--- src/rtl/osc_trig_if.sv ---
// Capture-side bus of the scope trigger sequencer: sample RAM write port
// plus the record/status words read back by the GUI over PIO.
interface osc_trig_if #(
   parameter int ADDR_W = 10
);
   logic              wr_en;
   logic [ADDR_W-1:0] wr_addr;
   logic [7:0]        wr_data;
   logic [ADDR_W-1:0] trig_addr;
   logic [ADDR_W-1:0] start_addr;
   logic              busy;
   logic              done;
   logic              forced;

   modport master (
      output wr_en, wr_addr, wr_data, trig_addr, start_addr, busy, done, forced
   );

   modport slave (
      input wr_en, wr_addr, wr_data, trig_addr, start_addr, busy, done, forced
   );
endinterface

--- src/rtl/osc_trig_ctrl.sv ---
// Trigger/capture sequencer: pre-trigger fill, edge or auto-timeout trigger search
// and post-trigger count, writing AD samples into a circular sample RAM.
module osc_trig_ctrl #(
   parameter int ADDR_W  = 10,
   parameter int AUTO_TO = 50000
) (
   input  logic              ad_clk,
   input  logic              rst_n,
   input  logic [7:0]        ad_data,
   input  logic              ad_pulse,
   input  logic              arm,
   input  logic              abort,
   input  logic              trig_edge,
   input  logic              auto_mode,
   input  logic [ADDR_W-1:0] pre_len,
   osc_trig_if.master        cap
);
   localparam int TO_W = (AUTO_TO > 1) ? $clog2(AUTO_TO) : 1;
   localparam logic [ADDR_W-1:0] ZERO_A    = {ADDR_W{1'b0}};
   localparam logic [ADDR_W-1:0] ONE_A     = ADDR_W'(1);
   localparam logic [ADDR_W-1:0] LAST_ADDR = {ADDR_W{1'b1}};
   localparam logic [TO_W-1:0]   TO_ZERO   = {TO_W{1'b0}};
   localparam logic [TO_W-1:0]   TO_ONE    = TO_W'(1);
   localparam logic [TO_W-1:0]   TO_LAST   = TO_W'(AUTO_TO - 1);

   typedef enum logic [2:0] {
      ST_IDLE      = 3'd0,
      ST_PRE_FILL  = 3'd1,
      ST_WAIT_TRIG = 3'd2,
      ST_POST      = 3'd3,
      ST_DONE      = 3'd4
   } state_t;

   state_t            state_r;
   state_t            state_s;
   logic              pulse_q_r;
   logic              edge_cfg_r;
   logic              auto_cfg_r;
   logic [ADDR_W-1:0] pre_len_cfg_r;
   logic [ADDR_W-1:0] pre_cnt_r;
   logic [ADDR_W-1:0] post_cnt_r;
   logic [ADDR_W-1:0] wr_ptr_r;
   logic [TO_W-1:0]   to_cnt_r;
   logic              wr_en_r;
   logic [ADDR_W-1:0] wr_addr_r;
   logic [7:0]        wr_data_r;
   logic [ADDR_W-1:0] trig_addr_r;
   logic [ADDR_W-1:0] start_addr_r;
   logic              busy_r;
   logic              done_r;
   logic              forced_r;

   logic              rise_s;
   logic              fall_s;
   logic              in_wait_s;
   logic              edge_hit_s;
   logic              timeout_s;
   logic              trig_s;
   logic              start_s;
   logic              write_s;
   logic [ADDR_W-1:0] post_len_s;

   assign rise_s     = ad_pulse & ~pulse_q_r;
   assign fall_s     = ~ad_pulse & pulse_q_r;
   assign in_wait_s  = (state_r == ST_WAIT_TRIG);
   assign edge_hit_s = in_wait_s & (edge_cfg_r ? fall_s : rise_s);
   assign timeout_s  = in_wait_s & auto_cfg_r & (to_cnt_r == TO_LAST);
   assign trig_s     = edge_hit_s | timeout_s;
   assign start_s    = arm & ~abort & ((state_r == ST_IDLE) | (state_r == ST_DONE));
   assign write_s    = ~abort & ((state_r == ST_PRE_FILL) | in_wait_s | (state_r == ST_POST));
   // Writes still owed after the trigger sample so the record fills the whole RAM
   assign post_len_s = LAST_ADDR - pre_len_cfg_r;

   // Next-state decode; abort overrides every other request
   always_comb begin
      state_s = state_r;
      if (abort) begin
         state_s = ST_IDLE;
      end else begin
         case (state_r)
            ST_IDLE, ST_DONE: begin
               if (arm) begin
                  state_s = (pre_len == ZERO_A) ? ST_WAIT_TRIG : ST_PRE_FILL;
               end else begin
                  state_s = state_r;
               end
            end
            ST_PRE_FILL: begin
               if (pre_cnt_r == (pre_len_cfg_r - ONE_A)) begin
                  state_s = ST_WAIT_TRIG;
               end else begin
                  state_s = ST_PRE_FILL;
               end
            end
            ST_WAIT_TRIG: begin
               if (trig_s) begin
                  state_s = (post_len_s == ZERO_A) ? ST_DONE : ST_POST;
               end else begin
                  state_s = ST_WAIT_TRIG;
               end
            end
            ST_POST: begin
               if (post_cnt_r == ONE_A) begin
                  state_s = ST_DONE;
               end else begin
                  state_s = ST_POST;
               end
            end
            default: state_s = ST_IDLE;
         endcase
      end
   end

   // State register, edge history and registered status flags
   always_ff @(posedge ad_clk or negedge rst_n) begin
      if (!rst_n) begin
         state_r   <= ST_IDLE;
         pulse_q_r <= 1'b0;
         busy_r    <= 1'b0;
         done_r    <= 1'b0;
      end else begin
         state_r   <= state_s;
         pulse_q_r <= ad_pulse;
         busy_r    <= (state_s == ST_PRE_FILL) | (state_s == ST_WAIT_TRIG) | (state_s == ST_POST);
         done_r    <= (state_s == ST_DONE);
      end
   end

   // RAM write port: the sample seen at this edge is written during the next cycle
   always_ff @(posedge ad_clk or negedge rst_n) begin
      if (!rst_n) begin
         wr_en_r   <= 1'b0;
         wr_addr_r <= ZERO_A;
         wr_data_r <= 8'h00;
         wr_ptr_r  <= ZERO_A;
      end else begin
         wr_en_r <= write_s;
         if (start_s) begin
            wr_addr_r <= ZERO_A;
            wr_ptr_r  <= ZERO_A;
         end else if (write_s) begin
            wr_addr_r <= wr_ptr_r;
            wr_data_r <= ad_data;
            wr_ptr_r  <= wr_ptr_r + ONE_A;
         end else begin
            wr_ptr_r <= wr_ptr_r;
         end
      end
   end

   // Configuration latch, phase counters and the trigger record
   always_ff @(posedge ad_clk or negedge rst_n) begin
      if (!rst_n) begin
         edge_cfg_r    <= 1'b0;
         auto_cfg_r    <= 1'b0;
         pre_len_cfg_r <= ZERO_A;
         pre_cnt_r     <= ZERO_A;
         post_cnt_r    <= ZERO_A;
         to_cnt_r      <= TO_ZERO;
         trig_addr_r   <= ZERO_A;
         start_addr_r  <= ZERO_A;
         forced_r      <= 1'b0;
      end else if (start_s) begin
         edge_cfg_r    <= trig_edge;
         auto_cfg_r    <= auto_mode;
         pre_len_cfg_r <= pre_len;
         pre_cnt_r     <= ZERO_A;
         to_cnt_r      <= TO_ZERO;
         forced_r      <= 1'b0;
      end else if (write_s) begin
         case (state_r)
            ST_PRE_FILL: pre_cnt_r <= pre_cnt_r + ONE_A;
            ST_WAIT_TRIG: begin
               to_cnt_r <= to_cnt_r + TO_ONE;
               if (trig_s) begin
                  trig_addr_r  <= wr_ptr_r;
                  start_addr_r <= wr_ptr_r - pre_len_cfg_r;
                  forced_r     <= timeout_s & ~edge_hit_s;
                  post_cnt_r   <= post_len_s;
               end else begin
                  post_cnt_r <= post_cnt_r;
               end
            end
            ST_POST: post_cnt_r <= post_cnt_r - ONE_A;
            default: post_cnt_r <= post_cnt_r;
         endcase
      end else begin
         to_cnt_r <= to_cnt_r;
      end
   end

   assign cap.wr_en      = wr_en_r;
   assign cap.wr_addr    = wr_addr_r;
   assign cap.wr_data    = wr_data_r;
   assign cap.trig_addr  = trig_addr_r;
   assign cap.start_addr = start_addr_r;
   assign cap.busy       = busy_r;
   assign cap.done       = done_r;
   assign cap.forced     = forced_r;
endmodule

--- src/flat_wrapper.sv ---
// flat-port wrapper written by rule: the top's interface ports become plain ports
module osc_trig_ctrl_flat 
#(
   parameter int ADDR_W  = 10,
   parameter int AUTO_TO = 50000
)
  (ad_clk, rst_n, ad_data, ad_pulse, arm, abort, trig_edge, auto_mode, pre_len, cap_wr_en, cap_wr_addr, cap_wr_data, cap_trig_addr, cap_start_addr, cap_busy, cap_done, cap_forced);
  osc_trig_if #(.ADDR_W(ADDR_W)) cap_i ();
  input  logic ad_clk;
  input  logic rst_n;
  input  logic [7:0] ad_data;
  input  logic ad_pulse;
  input  logic arm;
  input  logic abort;
  input  logic trig_edge;
  input  logic auto_mode;
  input  logic [ADDR_W-1:0] pre_len;
  output wire logic [$bits(cap_i.wr_en)-1:0] cap_wr_en;
  output wire logic [$bits(cap_i.wr_addr)-1:0] cap_wr_addr;
  output wire logic [$bits(cap_i.wr_data)-1:0] cap_wr_data;
  output wire logic [$bits(cap_i.trig_addr)-1:0] cap_trig_addr;
  output wire logic [$bits(cap_i.start_addr)-1:0] cap_start_addr;
  output wire logic [$bits(cap_i.busy)-1:0] cap_busy;
  output wire logic [$bits(cap_i.done)-1:0] cap_done;
  output wire logic [$bits(cap_i.forced)-1:0] cap_forced;
  assign cap_wr_en = cap_i.wr_en;
  assign cap_wr_addr = cap_i.wr_addr;
  assign cap_wr_data = cap_i.wr_data;
  assign cap_trig_addr = cap_i.trig_addr;
  assign cap_start_addr = cap_i.start_addr;
  assign cap_busy = cap_i.busy;
  assign cap_done = cap_i.done;
  assign cap_forced = cap_i.forced;
  osc_trig_ctrl #(.ADDR_W(ADDR_W), .AUTO_TO(AUTO_TO)) u_core (.ad_clk(ad_clk), .rst_n(rst_n), .ad_data(ad_data), .ad_pulse(ad_pulse), .arm(arm), .abort(abort), .trig_edge(trig_edge), .auto_mode(auto_mode), .pre_len(pre_len), .cap(cap_i));
endmodule
--- config.mk ---
export PLATFORM = sky130hd
export DESIGN_NAME = osc_trig_ctrl_flat
export DESIGN_NICKNAME = d
export VERILOG_FILES = /design/src/rtl/osc_trig_if.sv /design/src/rtl/osc_trig_ctrl.sv /design/src/flat_wrapper.sv
export SDC_FILE = /design/constraint.sdc
export NUM_CORES = 1
export LEC_CHECK = 0
export BUFFER_PORTS_ARGS = -buffer_cell sky130_fd_sc_hd__clkbuf_2
export CORE_UTILIZATION = 40
export CTS_CLUSTER_DIAMETER = 120
export DETAILED_ROUTE_END_ITERATION = 10
export GPL_ROUTABILITY_DRIVEN = 0
export PLACE_DENSITY_LB_ADDON = 0.2
export RECOVER_POWER = 25
export REMOVE_ABC_BUFFERS = 1
export SLEW_MARGIN = 30
export SYNTH_ARGS = -nofsm -noshare
export SYNTH_HDL_FRONTEND = slang
export SYNTH_SLANG_ARGS = --single-unit
--- constraint.sdc ---
create_clock -name ad_clk -period 2.7 [get_ports ad_clk]
set_input_delay 0.27 -clock ad_clk [delete_from_list [all_inputs] [get_ports ad_clk]]
set_output_delay 0.27 -clock ad_clk [all_outputs]
set_load 0.02 [all_outputs]
==> impl_metrics.csv <==
group,metric,value,unit
worst_setup_path,r2r-start,"u_core.to_cnt_r[5]",
logic_synthesis,synth-edff-count,0,
routing,wirelength,13400,µm
grt,grt_pass1_wl,22900,µm
worst_setup_path,critical_path_arrival,2660,ps
worst_setup_path,r2r_cells,6,
timing,finClkSkew,6.35,ps
worst_setup_path,end_kind,"register",
logic_synthesis,synthFlopType,"dfrtp_1",
clocking,cts.sinks,104,
routing,post_drt_wl_per_cell,16.1,µm
worst_setup_path,r2r_setup_slack,270,ps
place,dp.cells,814,
final_layout,drive_gt1_share,16.9,%
routing,vias,4535,
routing,drt_iter0_markers,267,
power,peakVddDrop,301,µV
floorplan,fp.dieH,120,µm
worst_hold_path,hold_class,"primary input to register",
power,p_per_area,611,mW/mm²
floorplan,ios,67,
floorplan,die_w,120,µm
final_layout,area_growth,16.4,%
routing,first_pass_iters,4,
grt,overflow,0,
routing,vias_per_cell,5.46,
worst_hold_path,worstHoldPathCells,1,
timing,maxSlewHeadroom,20.9,%
logic_synthesis,synth_top_cell_by_area,"dfrtp_1",
final_layout,nFillCells,1293,
outcome,status,"completed",
place,hpwl,9650,µm
clocking,cts_tree,"done",
logic_synthesis,ys.warnings.count,0,
clocking,numCtsBuffers,9,
routing,postRouteAntennaNets,0,
logic_synthesis,ys_ff_latch,104,
grt,track_usage,20.2,%
worst_setup_path,critPathMaxFanout,15,
clocking,clkLatencyLatePin,350,ps
logic_synthesis,ys_types,66,
timing,period_share,89.9,%
final_layout,final_area,0.00645,mm²
timing,holdWs,57.0,ps
clocking,cts_root_buf,"clkbuf_16",
grt,grt_antenna_before_repair,0,
worst_setup_path,worstPathRequired,2930,ps
clocking,postCtsSetupBuffers,0,
worst_setup_path,worstSetupStartpointType,"register",
timing,drv_slew,0,
grt,grt_max_degree,62,
worst_setup_path,reg2reg_to,"u_core.post_cnt_r[3]",
floorplan,initial_core_util,41.4,%
worst_setup_path,worstSetupPathType,"register to register",
worst_setup_path,slowest_stage,"or4_4",
final_layout,nNetsFinal,692,
logic_synthesis,yosysSeqAreaShare,46.9,%
worst_setup_path,slowest_delay,550,ps
final_layout,fin_cells,831,
logic_synthesis,yosysTopAreaCellShare,46.9,%
floorplan,core.rowCount,42,
logic_synthesis,syn_area,0.00555,mm²
timing,rsz0062_at_grt,"no",
clocking,clk_pin_slew_worst_paths,70,ps
routing,remaining_drc_errors,0,
floorplan,die_area,0.0143,mm²
timing,worst_pin_slew,1190,ps
timing,fin_crit,2430,ps
timing,setup_violations,0,
worst_hold_path,holdCritStartpoint,"ad_pulse",
place,placed_cell_area,0.00616,mm²
final_layout,diodes,0,
grt,grt_pass1_vias,4429,
logic_synthesis,synthTopCellsByArea,"dfrtp_1 (47%), nand2_1 (5.1%), o21ai_0 (4.2%)",
timing,hold_viol,0,
power,p_leak,2.92,nW
clocking,cts_buffer_depth,2,
floorplan,core_area,0.0134,mm²
clocking,h-tree-depth,3,
timing,max_freq,412,MHz
logic_synthesis,async_flop_share,100,%
power,total_power,3.94,mW
place,numPortBuffers,66,
flow_run,cap_violations,0,
worst_hold_path,hold-path-endpoint,"u_core.pulse_q_r",
worst_setup_path,cp_cell_sequence,"or4_4 -> nor4_4 -> buf_4 -> o311a_2 -> o21ai_0 -> a22o_1",
logic_synthesis,synth.avg_cell_area,9.53,µm²
logic_synthesis,syn-instance-count,582,
## worst max-delay path, delay by kind of cell, from the launching register on
| family | cells | cell delay [ps] |
|---|---|---|
| simple gates | 2 | 940 |
| buf+inv | 1 | 200 |
| flops | 1 | 410 |
| compound gates | 3 | 750 |
## flip-flops by register name, summed over array words and instances (netlist names), 3 cells and up
name,flops
u_core.to_cnt_r,16
u_core.cap.start_addr,10
u_core.cap.trig_addr,10
u_core.cap.wr_addr,10
u_core.post_cnt_r,10
u_core.pre_cnt_r,10
u_core.pre_len_cfg_r,10
u_core.wr_ptr_r,10
u_core.cap.wr_data,8
u_core.state_r,3
## report_power, final
group | internal [mW] | leakage (nW) | switching, mW
registers | 1.67 | 1.40 | 0.138
clock network | 0.758 | 0.151 | 0.614
logic | 0.316 | 1.37 | 0.446
## worst max path at each step
stage	from	endpoint	slack [ps]	depth (start not counted)
2_1_floorplan	u_core.state_r[0]	u_core.to_cnt_r[3]	-490	5
3_3_place_gp	u_core.to_cnt_r[0]	u_core.cap.trig_addr[5]	380	5
3_5_place_dp	u_core.to_cnt_r[5]	u_core.post_cnt_r[6]	300	6
4_1_cts	u_core.to_cnt_r[5]	u_core.post_cnt_r[3]	290	6
5_1_grt	u_core.to_cnt_r[4]	u_core.post_cnt_r[6]	160	6
6_report	u_core.to_cnt_r[5]	u_core.post_cnt_r[3]	270	6
## cells in the final DEF, fill, tap and decap left out, types with 3 or more instances in the layout
master,instances
a211oi_1,3
a21oi_1,18
a22o_1,5
a31oi_1,4
and2_1,5
and3_1,6
buf_4,16
clkbuf_1,19
clkbuf_16,9
clkbuf_2,47
dfrtp_1,104
ha_1,16
inv_1,23
mux2_2,10
mux2_4,7
nand2_1,76
nand2b_1,8
nand3_1,11
nand3b_1,4
nand4_1,12
nor2_1,48
nor2b_1,4
nor3_1,19
nor3b_1,3
nor4_1,10
o211ai_1,4
o21a_1,6
o21ai_0,47
o21ai_1,3
o22ai_1,3
o2bb2ai_1,3
o31ai_1,7
or3_1,6
xnor2_1,23
xor2_1,18
## what timing repair did
item / CTS / global route
gates resized for setup: 0 / 0
endpoints found under the setup margin: 0 / 0
endpoints found under the hold margin: 43 / 0
hold buffers: 1 / 0
## cells by family after synthesis
| logic type | count (synthesis) | synth area share [%] |
|---|---|---|
| XOR/XNOR | 41 | 6.48 |
| buffers and inverters | 51 | 3.66 |
| flip-flops | 104 | 46.9 |
| multiplexers | 17 | 3.93 |
| AO/OA/AOI/OAI | 126 | 14.7 |
| adder cells (fa/ha/maj) | 17 | 3.97 |
| AND/OR/NAND/NOR | 226 | 20.3 |
## synthesized netlist by cell type, drive strengths merged (2+ instances only)
cell type / n
o2111ai: 2
and2: 5
a21oi: 18
mux2: 17
o21a: 6
a22o: 5
o2111a: 2
nor3b: 3
nand2: 76
o22ai: 3
o31ai: 7
nand3b: 4
nor4b: 3
o21ai: 51
nand4: 12
dfrtp: 104
nor4: 12
o311ai: 2
xnor2: 23
or2: 2
a211oi: 3
inv: 23
or3: 6
or4: 3
xor2: 18
nor2b: 5
o211ai: 4
nor2: 48
nand3: 11
nand2b: 8
o2bb2ai: 3
a31oi: 4
a22oi: 2
buf: 3
ha: 16
and3: 6
nor3: 19
clkbuf: 25
## stage by stage
step / utilization [%] / TNS [ps] / setup slack [ps]
detailed placement: 45.9 / 0 / 305
global route: 48.2 / 0 / 159
floorplan: - / -9550 / -486
finish: 48.2 / 0 / 272
global placement: 45.9 / 0 / 379
CTS: 48.4 / 0 / 285
## layout make-up
type | count | area, µm² | share of cell area (%)
Multi-Input combinational cell | 427 | 2760 | 42.7
Tap cell | 176 | 220 | 3.41
Inverter | 23 | 86.3 | 1.34
Clock buffer | 10 | 239 | 3.70
Timing Repair Buffer | 85 | 477 | 7.39
Sequential cell | 104 | 2600 | 40.3
Clock inverter | 6 | 75.1 | 1.16
## routing by layer
layer | wire length (µm) | part of all wire, % | vias up | track usage (%)
li1 | - | - | 2204 | -
met1 | 6260 | 47 | 2223 | 27.5
met2 | 6410 | 48 | 93 | 32.7
met3 | 454 | 3.4 | 15 | 2.09
met4 | 242 | 1.8 | 0 | 8.36
met5 | 0 | 0 | - | 0
No activity file was read; power rests on OpenSTA's default activity.
